$ cat src/rtl/ex_stage_pkg.sv
// Shared encodings for the execute stage: ALU opcodes, SP and carry operations, CCR bit positions.
package ex_stage_pkg;

  localparam logic [3:0] ALU_PASS = 4'h0;
  localparam logic [3:0] ALU_NOT  = 4'h1;
  localparam logic [3:0] ALU_INC  = 4'h2;
  localparam logic [3:0] ALU_DEC  = 4'h3;
  localparam logic [3:0] ALU_ADD  = 4'h4;
  localparam logic [3:0] ALU_SUB  = 4'h5;
  localparam logic [3:0] ALU_AND  = 4'h6;
  localparam logic [3:0] ALU_OR   = 4'h7;
  localparam logic [3:0] ALU_SHL  = 4'h8;
  localparam logic [3:0] ALU_SHR  = 4'h9;
  localparam logic [3:0] ALU_MOV  = 4'hA;

  typedef enum logic [1:0] {
    SP_NONE  = 2'b00,
    SP_PUSH  = 2'b01,
    SP_POP   = 2'b10,
    SP_NONE3 = 2'b11
  } sp_op_e;

  typedef enum logic [1:0] {
    CARRY_NONE  = 2'b00,
    CARRY_SET   = 2'b01,
    CARRY_CLR   = 2'b10,
    CARRY_NONE3 = 2'b11
  } carry_op_e;

  localparam int CCR_Z = 0;
  localparam int CCR_N = 1;
  localparam int CCR_C = 2;

  // Only the arithmetic/logic/shift group (NOT..SHR) may touch Z/N/C.
  function automatic logic flagsAffected(input logic [3:0] op);
    return (op >= ALU_NOT) && (op <= ALU_SHR);
  endfunction

endpackage

$ cat src/rtl/ex_stage_alu_unit.sv
// Combinational ALU: result plus a carry that is only meaningful when carryValid_o is set.
module alu_unit
  import ex_stage_pkg::*;
#(
  parameter int DATA_W = 16
) (
  input  logic [DATA_W-1:0] a_i,
  input  logic [DATA_W-1:0] b_i,
  input  logic [3:0]        op_i,
  output logic [DATA_W-1:0] res_o,
  output logic              carryValid_o,
  output logic              carry_o
);

  logic [DATA_W:0] sumExt;
  logic [DATA_W:0] diffExt;
  logic [DATA_W:0] incExt;
  logic [DATA_W:0] decExt;
  logic [DATA_W:0] shlExt;
  logic [DATA_W:0] shrExt;
  logic [3:0]      shAmt;

  // One spare bit on each side captures carry/borrow and the last bit shifted out.
  assign shAmt   = b_i[3:0];
  assign sumExt  = {1'b0, a_i} + {1'b0, b_i};
  assign diffExt = {1'b0, a_i} - {1'b0, b_i};
  assign incExt  = {1'b0, a_i} + (DATA_W+1)'(1);
  assign decExt  = {1'b0, a_i} - (DATA_W+1)'(1);
  assign shlExt  = {1'b0, a_i} << shAmt;
  assign shrExt  = {a_i, 1'b0} >> shAmt;

  always_comb begin
    res_o        = a_i;
    carryValid_o = 1'b0;
    carry_o      = 1'b0;
    case (op_i)
      ALU_PASS: res_o = a_i;
      ALU_NOT:  res_o = ~a_i;
      ALU_INC: begin
        res_o        = incExt[DATA_W-1:0];
        carryValid_o = 1'b1;
        carry_o      = incExt[DATA_W];
      end
      ALU_DEC: begin
        res_o        = decExt[DATA_W-1:0];
        carryValid_o = 1'b1;
        carry_o      = decExt[DATA_W];
      end
      ALU_ADD: begin
        res_o        = sumExt[DATA_W-1:0];
        carryValid_o = 1'b1;
        carry_o      = sumExt[DATA_W];
      end
      ALU_SUB: begin
        res_o        = diffExt[DATA_W-1:0];
        carryValid_o = 1'b1;
        carry_o      = diffExt[DATA_W];
      end
      ALU_AND:  res_o = a_i & b_i;
      ALU_OR:   res_o = a_i | b_i;
      ALU_SHL: begin
        res_o        = shlExt[DATA_W-1:0];
        carryValid_o = (shAmt != 4'd0);
        carry_o      = shlExt[DATA_W];
      end
      ALU_SHR: begin
        res_o        = shrExt[DATA_W:1];
        carryValid_o = (shAmt != 4'd0);
        carry_o      = shrExt[0];
      end
      ALU_MOV:  res_o = b_i;
      default:  res_o = a_i;
    endcase
  end

endmodule

$ cat src/rtl/ex_stage.sv
// Execute stage: ALU, condition codes, stack pointer and the EX/MEM pipeline registers.
module ex_stage
  import ex_stage_pkg::*;
#(
  parameter int                 DATA_W   = 16,
  parameter logic [DATA_W-1:0]  SP_RESET = 16'h03FF
) (
  input  logic              clk,
  input  logic              rst_n,
  input  logic              stall,
  input  logic              flush,
  input  logic              iRegWrite,
  input  logic              iMemWrite,
  input  logic              iMemRead,
  input  logic              iMemOrReg,
  input  logic              iSPOrALUres,
  input  logic              iImmOrReg,
  input  logic              iUpdateStatus,
  input  logic [3:0]        iRegDestAddress,
  input  logic [3:0]        iAluControl,
  input  logic [1:0]        iSPOperation,
  input  logic [1:0]        iCarryOp,
  input  logic [DATA_W-1:0] iRegSrc,
  input  logic [DATA_W-1:0] iRegDest,
  input  logic [DATA_W-1:0] iImm,
  output logic              oRegWrite,
  output logic              oMemWrite,
  output logic              oMemRead,
  output logic              oMemOrReg,
  output logic [3:0]        oRegDestAddress,
  output logic [DATA_W-1:0] oAluRes,
  output logic [DATA_W-1:0] oMemAddr,
  output logic [DATA_W-1:0] oStoreData,
  output logic [2:0]        oCCR,
  output logic [DATA_W-1:0] oSP
);

  logic [DATA_W-1:0] opB;
  logic [DATA_W-1:0] aluRes;
  logic              aluCarryValid;
  logic              aluCarry;

  logic [2:0]        ccr_q, ccr_d;
  logic [DATA_W-1:0] sp_q, sp_d;
  logic [DATA_W-1:0] memAddr_d;

  logic              regWrite_q, memWrite_q, memRead_q, memOrReg_q;
  logic [3:0]        regDestAddr_q;
  logic [DATA_W-1:0] aluRes_q, memAddr_q, storeData_q;

  assign opB = iImmOrReg ? iImm : iRegSrc;

  alu_unit #(.DATA_W(DATA_W)) u_alu (
    .a_i          (iRegDest),
    .b_i          (opB),
    .op_i         (iAluControl),
    .res_o        (aluRes),
    .carryValid_o (aluCarryValid),
    .carry_o      (aluCarry)
  );

  // Explicit SETC/CLRC is applied after the ALU flags so it always wins for C.
  always_comb begin
    ccr_d = ccr_q;
    if (iUpdateStatus && flagsAffected(iAluControl)) begin
      ccr_d[CCR_Z] = (aluRes == '0);
      ccr_d[CCR_N] = aluRes[DATA_W-1];
      if (aluCarryValid) ccr_d[CCR_C] = aluCarry;
    end
    if (iCarryOp == CARRY_SET) ccr_d[CCR_C] = 1'b1;
    else if (iCarryOp == CARRY_CLR) ccr_d[CCR_C] = 1'b0;
  end

  // Push addresses the current top, pop addresses the slot it frees.
  always_comb begin
    sp_d      = sp_q;
    memAddr_d = iSPOrALUres ? sp_q : aluRes;
    if (iSPOperation == SP_PUSH) begin
      sp_d      = sp_q - DATA_W'(1);
      memAddr_d = sp_q;
    end else if (iSPOperation == SP_POP) begin
      sp_d      = sp_q + DATA_W'(1);
      memAddr_d = sp_q + DATA_W'(1);
    end
  end

  always_ff @(posedge clk or negedge rst_n) begin
    if (!rst_n) begin
      regWrite_q    <= 1'b0;
      memWrite_q    <= 1'b0;
      memRead_q     <= 1'b0;
      memOrReg_q    <= 1'b0;
      regDestAddr_q <= '0;
      aluRes_q      <= '0;
      memAddr_q     <= '0;
      storeData_q   <= '0;
      ccr_q         <= 3'b000;
      sp_q          <= SP_RESET;
    end else if (flush) begin
      regWrite_q    <= 1'b0;
      memWrite_q    <= 1'b0;
      memRead_q     <= 1'b0;
      memOrReg_q    <= 1'b0;
      regDestAddr_q <= '0;
      aluRes_q      <= '0;
      memAddr_q     <= '0;
      storeData_q   <= '0;
    end else if (!stall) begin
      regWrite_q    <= iRegWrite;
      memWrite_q    <= iMemWrite;
      memRead_q     <= iMemRead;
      memOrReg_q    <= iMemOrReg;
      regDestAddr_q <= iRegDestAddress;
      aluRes_q      <= aluRes;
      memAddr_q     <= memAddr_d;
      storeData_q   <= iRegDest;
      ccr_q         <= ccr_d;
      sp_q          <= sp_d;
    end
  end

  assign oRegWrite       = regWrite_q;
  assign oMemWrite       = memWrite_q;
  assign oMemRead        = memRead_q;
  assign oMemOrReg       = memOrReg_q;
  assign oRegDestAddress = regDestAddr_q;
  assign oAluRes         = aluRes_q;
  assign oMemAddr        = memAddr_q;
  assign oStoreData      = storeData_q;
  assign oCCR            = ccr_q;
  assign oSP             = sp_q;

endmodule

$ cat config.mk
export PLATFORM = sky130hd
export DESIGN_NAME = ex_stage
export DESIGN_NICKNAME = d
export VERILOG_FILES = /design/src/rtl/ex_stage_pkg.sv /design/src/rtl/ex_stage_alu_unit.sv /design/src/rtl/ex_stage.sv
export SDC_FILE = /design/constraint.sdc
export NUM_CORES = 1
export LEC_CHECK = 0
export ABC_AREA = 0
export CORE_MARGIN = 1.5
export CORE_UTILIZATION = 34
export DETAILED_ROUTE_END_ITERATION = 16
export GPL_ROUTABILITY_DRIVEN = 0
export PLACE_DENSITY = 0.65
export SYNTH_ARGS = -nofsm -noshare
export SYNTH_HDL_FRONTEND = slang
export SYNTH_SLANG_ARGS = --single-unit
export TNS_END_PERCENT = 10
$ cat constraint.sdc
create_clock -name clk -period 4.4 [get_ports clk]
set_clock_uncertainty 0.05 [all_clocks]
set_input_delay 0.66 -clock clk [delete_from_list [all_inputs] [get_ports clk]]
set_output_delay 0.66 -clock clk [all_outputs]
set_load 0.005 [all_outputs]
# == Word level (Yosys, flattened, before mapping) ==
# Index checks and enable logic that the tools add are counted.
# op_classes
order_cmp,2
n_addsub,6
n_mux,29
reduce_logical,12
bitwise_logic,5
n_shift,2
n_eq_ne,15
# ops
operator,n
$mux 16,12
$pmux 16 s10,1
$add 16x1->17 const B,1
$add 16x16->17,1
$shl 16x4->17,1
$shr 17x4->17,1
$sub 16x1->17 const B,1
$sub 16x16->17,1
$add 16x1->16 const B,1
$and 16x16->16,1
$eq 4x3->1 const B,4
$logic_not 16->1,1
$not 16->16,1
$or 16x16->16,1
$sub 16x1->16 const B,1
$eq 4x4->1 const B,3
$mux 1,11
$eq 4x2->1 const B,2
$mux 4,2
$pmux 1 s6,1
$reduce_and 3->1,2
$reduce_bool 3->1,2
$eq 2x1->1 const B,2
$eq 2x2->1 const B,2
other kinds (13),15
# word_totals
elab_cells,82
reg_bits,75
out_inout_bits,75

# == Logic depth before layout (Yosys ltp) ==
# depth
depth_word,8
ltp_mapped,18
mapped_depth_nobuf,15

# == Cells and area by module ==
# From an unflattened synthesis, not the netlist that was laid out.
# hier_totals
cells_unflattened,1219
hier_area_um2,9399.0
# modules_own_cells
mod,instances,cells_per_inst,area_each_um2,seq_area_each_um2
alu_unit,1,786,5240.0,0.0
ex_stage,1,433,4159.0,1889.3

# == Least setup slack after synthesis ==
# Ideal clock, no wire load.
# synth_timing
path_kind,in2reg
from,input port iImmOrReg
to,register memAddr_q[10] (netlist: oMemAddr[10])
required_time_ps,4214
path_stages,18
slack_ps,-211
setup_time_ps,136
path_buffers,3
arrival_ps,4424
path_cell_list,buf_6 -> mux2i_4 -> inv_6 -> buf_2 -> buf_2 -> ha_1 -> inv_1 -> fa_1 -> nand2b_1 -> a2111oi_0 -> o41ai_1 -> o31ai_1 -> xnor2_1 -> nor2_1 -> o32a_1 -> o21a_1 -> o221ai_1 -> a21oi_1
# synth_between
elab_chain_cells,8
word_cells_on_any_way,13
# synth_lines
element,line,source
from (decl),ex_stage.sv:17,"input logic iImmOrReg,"
$mux 16 *,ex_stage.sv:51,assign opB = iImmOrReg ? iImm : iRegSrc;
"$sub 16x16->17, or another cell as far along",ex_stage_alu_unit.sv:26,"assign diffExt = {1'b0, a_i} - {1'b0, b_i};"
$pmux 16 s10 *,ex_stage_alu_unit.sv:36,case (op_i)
$mux 16 *,ex_stage.sv:77,memAddr_d = iSPOrALUres ? sp_q : aluRes;
$mux 16 *,ex_stage.sv:81,end else if (iSPOperation == SP_POP) begin
$mux 16 *,ex_stage.sv:78,if (iSPOperation == SP_PUSH) begin
$mux 16 *,ex_stage.sv:108,end else if (!stall) begin
$mux 16 *,ex_stage.sv:99,end else if (flush) begin
to (signal assigned),ex_stage.sv:115,memAddr_q <= memAddr_d;
to (decl),ex_stage.sv:49,"logic [DATA_W-1:0] aluRes_q, memAddr_q, storeData_q;"
# Every way passes the cells marked *; elsewhere a longest branch is shown, timed or not. The select of a mux whose other input is x is not followed.
# A chain may end at the register's enable or synchronous reset.

# == Worst setup path in the final report ==
# layout_timing
from,input port iImm[0]
to,register ccr_q[0] (netlist: oCCR[0])
# layout_between
elab_chain_cells,4
word_cells_on_any_way,9
# layout_lines
element,line,source
from (decl),ex_stage.sv:25,"input logic [DATA_W-1:0] iImm,"
$mux 16 *,ex_stage.sv:51,
"$sub 16x16->17, or another cell as far along",ex_stage_alu_unit.sv:26,
$pmux 16 s10 *,ex_stage_alu_unit.sv:36,
$logic_not 16->1 *,ex_stage.sv:66,ccr_d[CCR_Z] = (aluRes == '0);
to (signal assigned),ex_stage.sv:117,ccr_q <= ccr_d;
to (decl),ex_stage.sv:43,"logic [2:0] ccr_q, ccr_d;"
# Every way passes the cells marked *; elsewhere a longest branch is shown, timed or not.

==> metrics.md <==
| Metric | Value |
|---|---|
| First-pass GRT wire length | `~60000 um` |
| Routed len/inst | `20.8 um` |
| Row count | `60` |
| Pleak | `~5.5 nW` |
| Part of the cycle the worst path needs | `a little over nine tenths` |
| Fin worst setup slack | `278 ps` |
| Vias per cell | `6.09` |
| Cell Area, Synth | `9440 sq um` |
| Syn_area_per_cell | `7.65 sq um` |
| Nets | `1618` |
| Final Setup Violations | `0` |
| RSZ-0062 raised after global routing | `false` |
| # IOs | `about 150` |
| Pwr/cell area | `277 nW/um^2` |
| Xor/xnor cell area share of the yosys netlist | `3.25%` |
| Drt first-iter violations | `1518` |
| TritonRoute pass-1 iters | `6` |
| Die Area | `28800 sq um` |
| Synth unique cells | `82` |
| WP data arrival | `4290 ps` |
| Largest net degree at the start of global routing | `76` |
| Sink Count | `75` |
| Antenna Nets Post-Route | `0` |
| Final instance area | `12900 sq um` |
| Top post-synthesis cells by area | `dfrtp_1, ha_1, mux2i_1, nor2_1, a21oi_1` |
| Layout cells sized above 1 | `18.6%` |
| Die extent in y | `approximately 170 um` |
| Post-synthesis compound-gate area fraction | `26.0%` |
| Number of enable flip-flop cells after synthesis | `0` |
| Relative slew slack | `36.1%` |
| Ys Warns | `0` |
| HPWL after detailed placement | `slightly below 30000 um` |
| CP Capture Type | `flip-flop` |
| Reg clk slew, reported paths | `60 ps` |
| Top cell type's share of synthesized area | `17.2%` |
| Main combinational cell family by area after synthesis | `compound AO/OA/AOI/OAI gates` |
| CTS Buf Count | `9` |
| CTS Root Cell | `clkbuf_16` |
| Syn nets | `1371` |
| Total grt overflow | `0` |
| Post-synthesis mux area share | `between 10% and 20%` |
| Max-cap violations | `0` |
| Via count | `11300` |
| Total GRT Usage | `between 20% and 30%` |
| Htree depth | `3` |
| Post-placement cell area | `12400 sq um` |
| Synth Area in Adders | `about 9.0%` |
| Final Power | `3.58 mW` |
| Clk Latency, worst-skew pair | `340 ps` |
| Die extent in x | `170 um` |
| Post-synthesis sequential area ratio | `20.0%` |
| Leading area contributor after synthesis | `dfrtp_1` |
| Max frequency | `0.243 GHz` |
| Port Buffers | `around 150` |
| Synth-to-layout area growth | `37.1%` |
| Outcome | `completed` |
| Post-Synth Simple-Gate Area | `between 20 and 25%` |
| Initial antenna violation count | `0` |
| # diodes | `0` |
| CP max FO | `4` |
| Final slew viol count | `0` |
| WL final | `38600 um` |
| Final Critical Period | `slightly above 4000 ps` |
| Worst min-delay path class | `input pin to async pin` |
| Initial Utilization | `34.8%` |
| Maximum vdd drop | `approximately 0.18 mV` |
| Most frequent cells in the layout | `buf_4, clkdlybuf4s50_1, nor2_1` |
| Critical path class | `input pin to flip-flop` |
| CP startpoint kind | `input pin` |
| Cells after Synth | `1233` |
| Core area | `27100 sq um` |
| Vias in the first global route | `10800` |
| Clock Tree Buf Depth | `2` |
| Req. time, crit path | `4570 ps` |
| Final Hold Vio Count | `0` |
| WHS | `415 ps` |
| Main synth FF type | `dfrtp_1` |
| Pre-CTS setup slack | `-432 ps` |
| Post-route setup TNS | `0 ps` |
| Async set-or-reset flop fraction in the synthesized netlist | `100%` |
| Commonest non-fill, non-tap cell in the layout | `buf_4` |
| R2R setup slack | `around 1600 ps` |
| Worst-margin pin slew | `approximately 960 ps` |
| #FFs+latches synth | `75` |
| DRC viols | `0` |
| CTS tree | `done` |
==> kinds of logic (layout without fill, tap and decap cells) <==
logic type | after synthesis | in the layout
AOI/OAI and AO/OA | 364 | 364
xor gates and xnor gates | 35 | 35
adders and majority gates | 67 | 67
buffers and inverters | 161 | 413
DFF | 75 | 75
muxes | 96 | 96
and+or+nand+nor | 435 | 435
==> cell usage after synthesis (8+ instances only) <==
cell       instances
a2111oi_0          9
a211oi_1          17
a21o_1            14
a21oi_1           91
a221oi_1           9
a22oi_1            9
a31oi_1           21
a32oi_1           11
and2_1             8
and3_1            14
buf_1             11
buf_2             23
clkbuf_1          67
dfrtp_1           65
dfstp_2           10
ha_1              65
inv_1             56
mux2i_1           77
mux4_2            10
nand2_1           99
nand2b_1          12
nand3_1           52
nand4_1           12
nor2_1           142
nor2b_1            8
nor3_1            37
nor4_1            10
o211ai_1          11
o21a_1            10
o21ai_0           50
o221ai_1          15
o22ai_1           29
o31ai_1           12
or3_1              8
xnor2_1           30
==> path summary, 6_finish.rpt <==
check | from | end | cells after the start
worst max-delay path | iImm[0] | oCCR[0] | 19
worst min-delay path | rst_n | oSP[12] | 1
worst max register to register | oSP[0] | oMemAddr[15] | 10
worst min register to register | oRegDestAddress[3] | oRegDestAddress[3] | 2
max in group asynchronous | rst_n | oMemRead | 1
min in group clk | oRegDestAddress[3] | oRegDestAddress[3] | 2
==> final cells by class <==
type	count	area, sq um
well taps	372	465
fillers	2644	14200
clock buffers	10	239
multi-input cells	997	7070
flip-flops and latches	75	1890
clock inverters	6	88.8
inverters	59	226
repair buffers	338	2960
==> per-layer routing <==
metal | global-route usage (%) | share of wire, % | up-vias
li1 | - | - | 5089
met1 | 36.1 | 42 | 5343
met2 | 39.5 | 43 | 736
met3 | 5.92 | 10 | 140
met4 | 12.1 | 4.6 | 0
met5 | 0 | 0 | -
==> state kept, by name, summed over array words and instances (netlist names) <==
register and count:
oRegWrite 1, oMemAddr 16, oCCR 3, oSP 16, oRegDestAddress 4, oMemWrite 1
oMemRead 1, oStoreData 16, oAluRes 16, oMemOrReg 1
==> through the flow <==
step | cells | util [%]
2_1_floorplan | 1233 | -
3_3_place_gp | 1838 | 45.8
3_5_place_dp | 1838 | 45.8
4_1_cts | 1854 | 47.0
5_1_grt | 1857 | 47.7
6_report | 1857 | 47.7
==> critical path, cell delays in order <==
cell,delay [ps]
clkdlybuf4s50_1,510
mux2i_4,100
inv_6,70
ha_1,180
inv_1,70
fa_1,430
nor2b_2,190
o21ai_0,210
a31oi_1,120
buf_4,160
a31oi_2,290
buf_4,180
a221o_1,130
nand2_1,70
a22oi_1,210
buf_4,190
nor3_2,60
and4b_1,240
a22o_1,200
==> repair_timing <==
item / CTS / global route
pin swaps: 0 / 3
gates cloned: 0 / 0
setup buffers: 0 / 3
setup endpoints to repair: 2 / 12
gates resized for setup: 2 / 34
hold buffers: 0 / 0
==> report_power, final <==
part	leakage, nW	switching, mW	internal, mW
clock	0.155	0.300	0.512
combinational	4.43	0.892	0.851
sequential	0.965	0.201	0.827
Power figures use the tool's default switching activity.
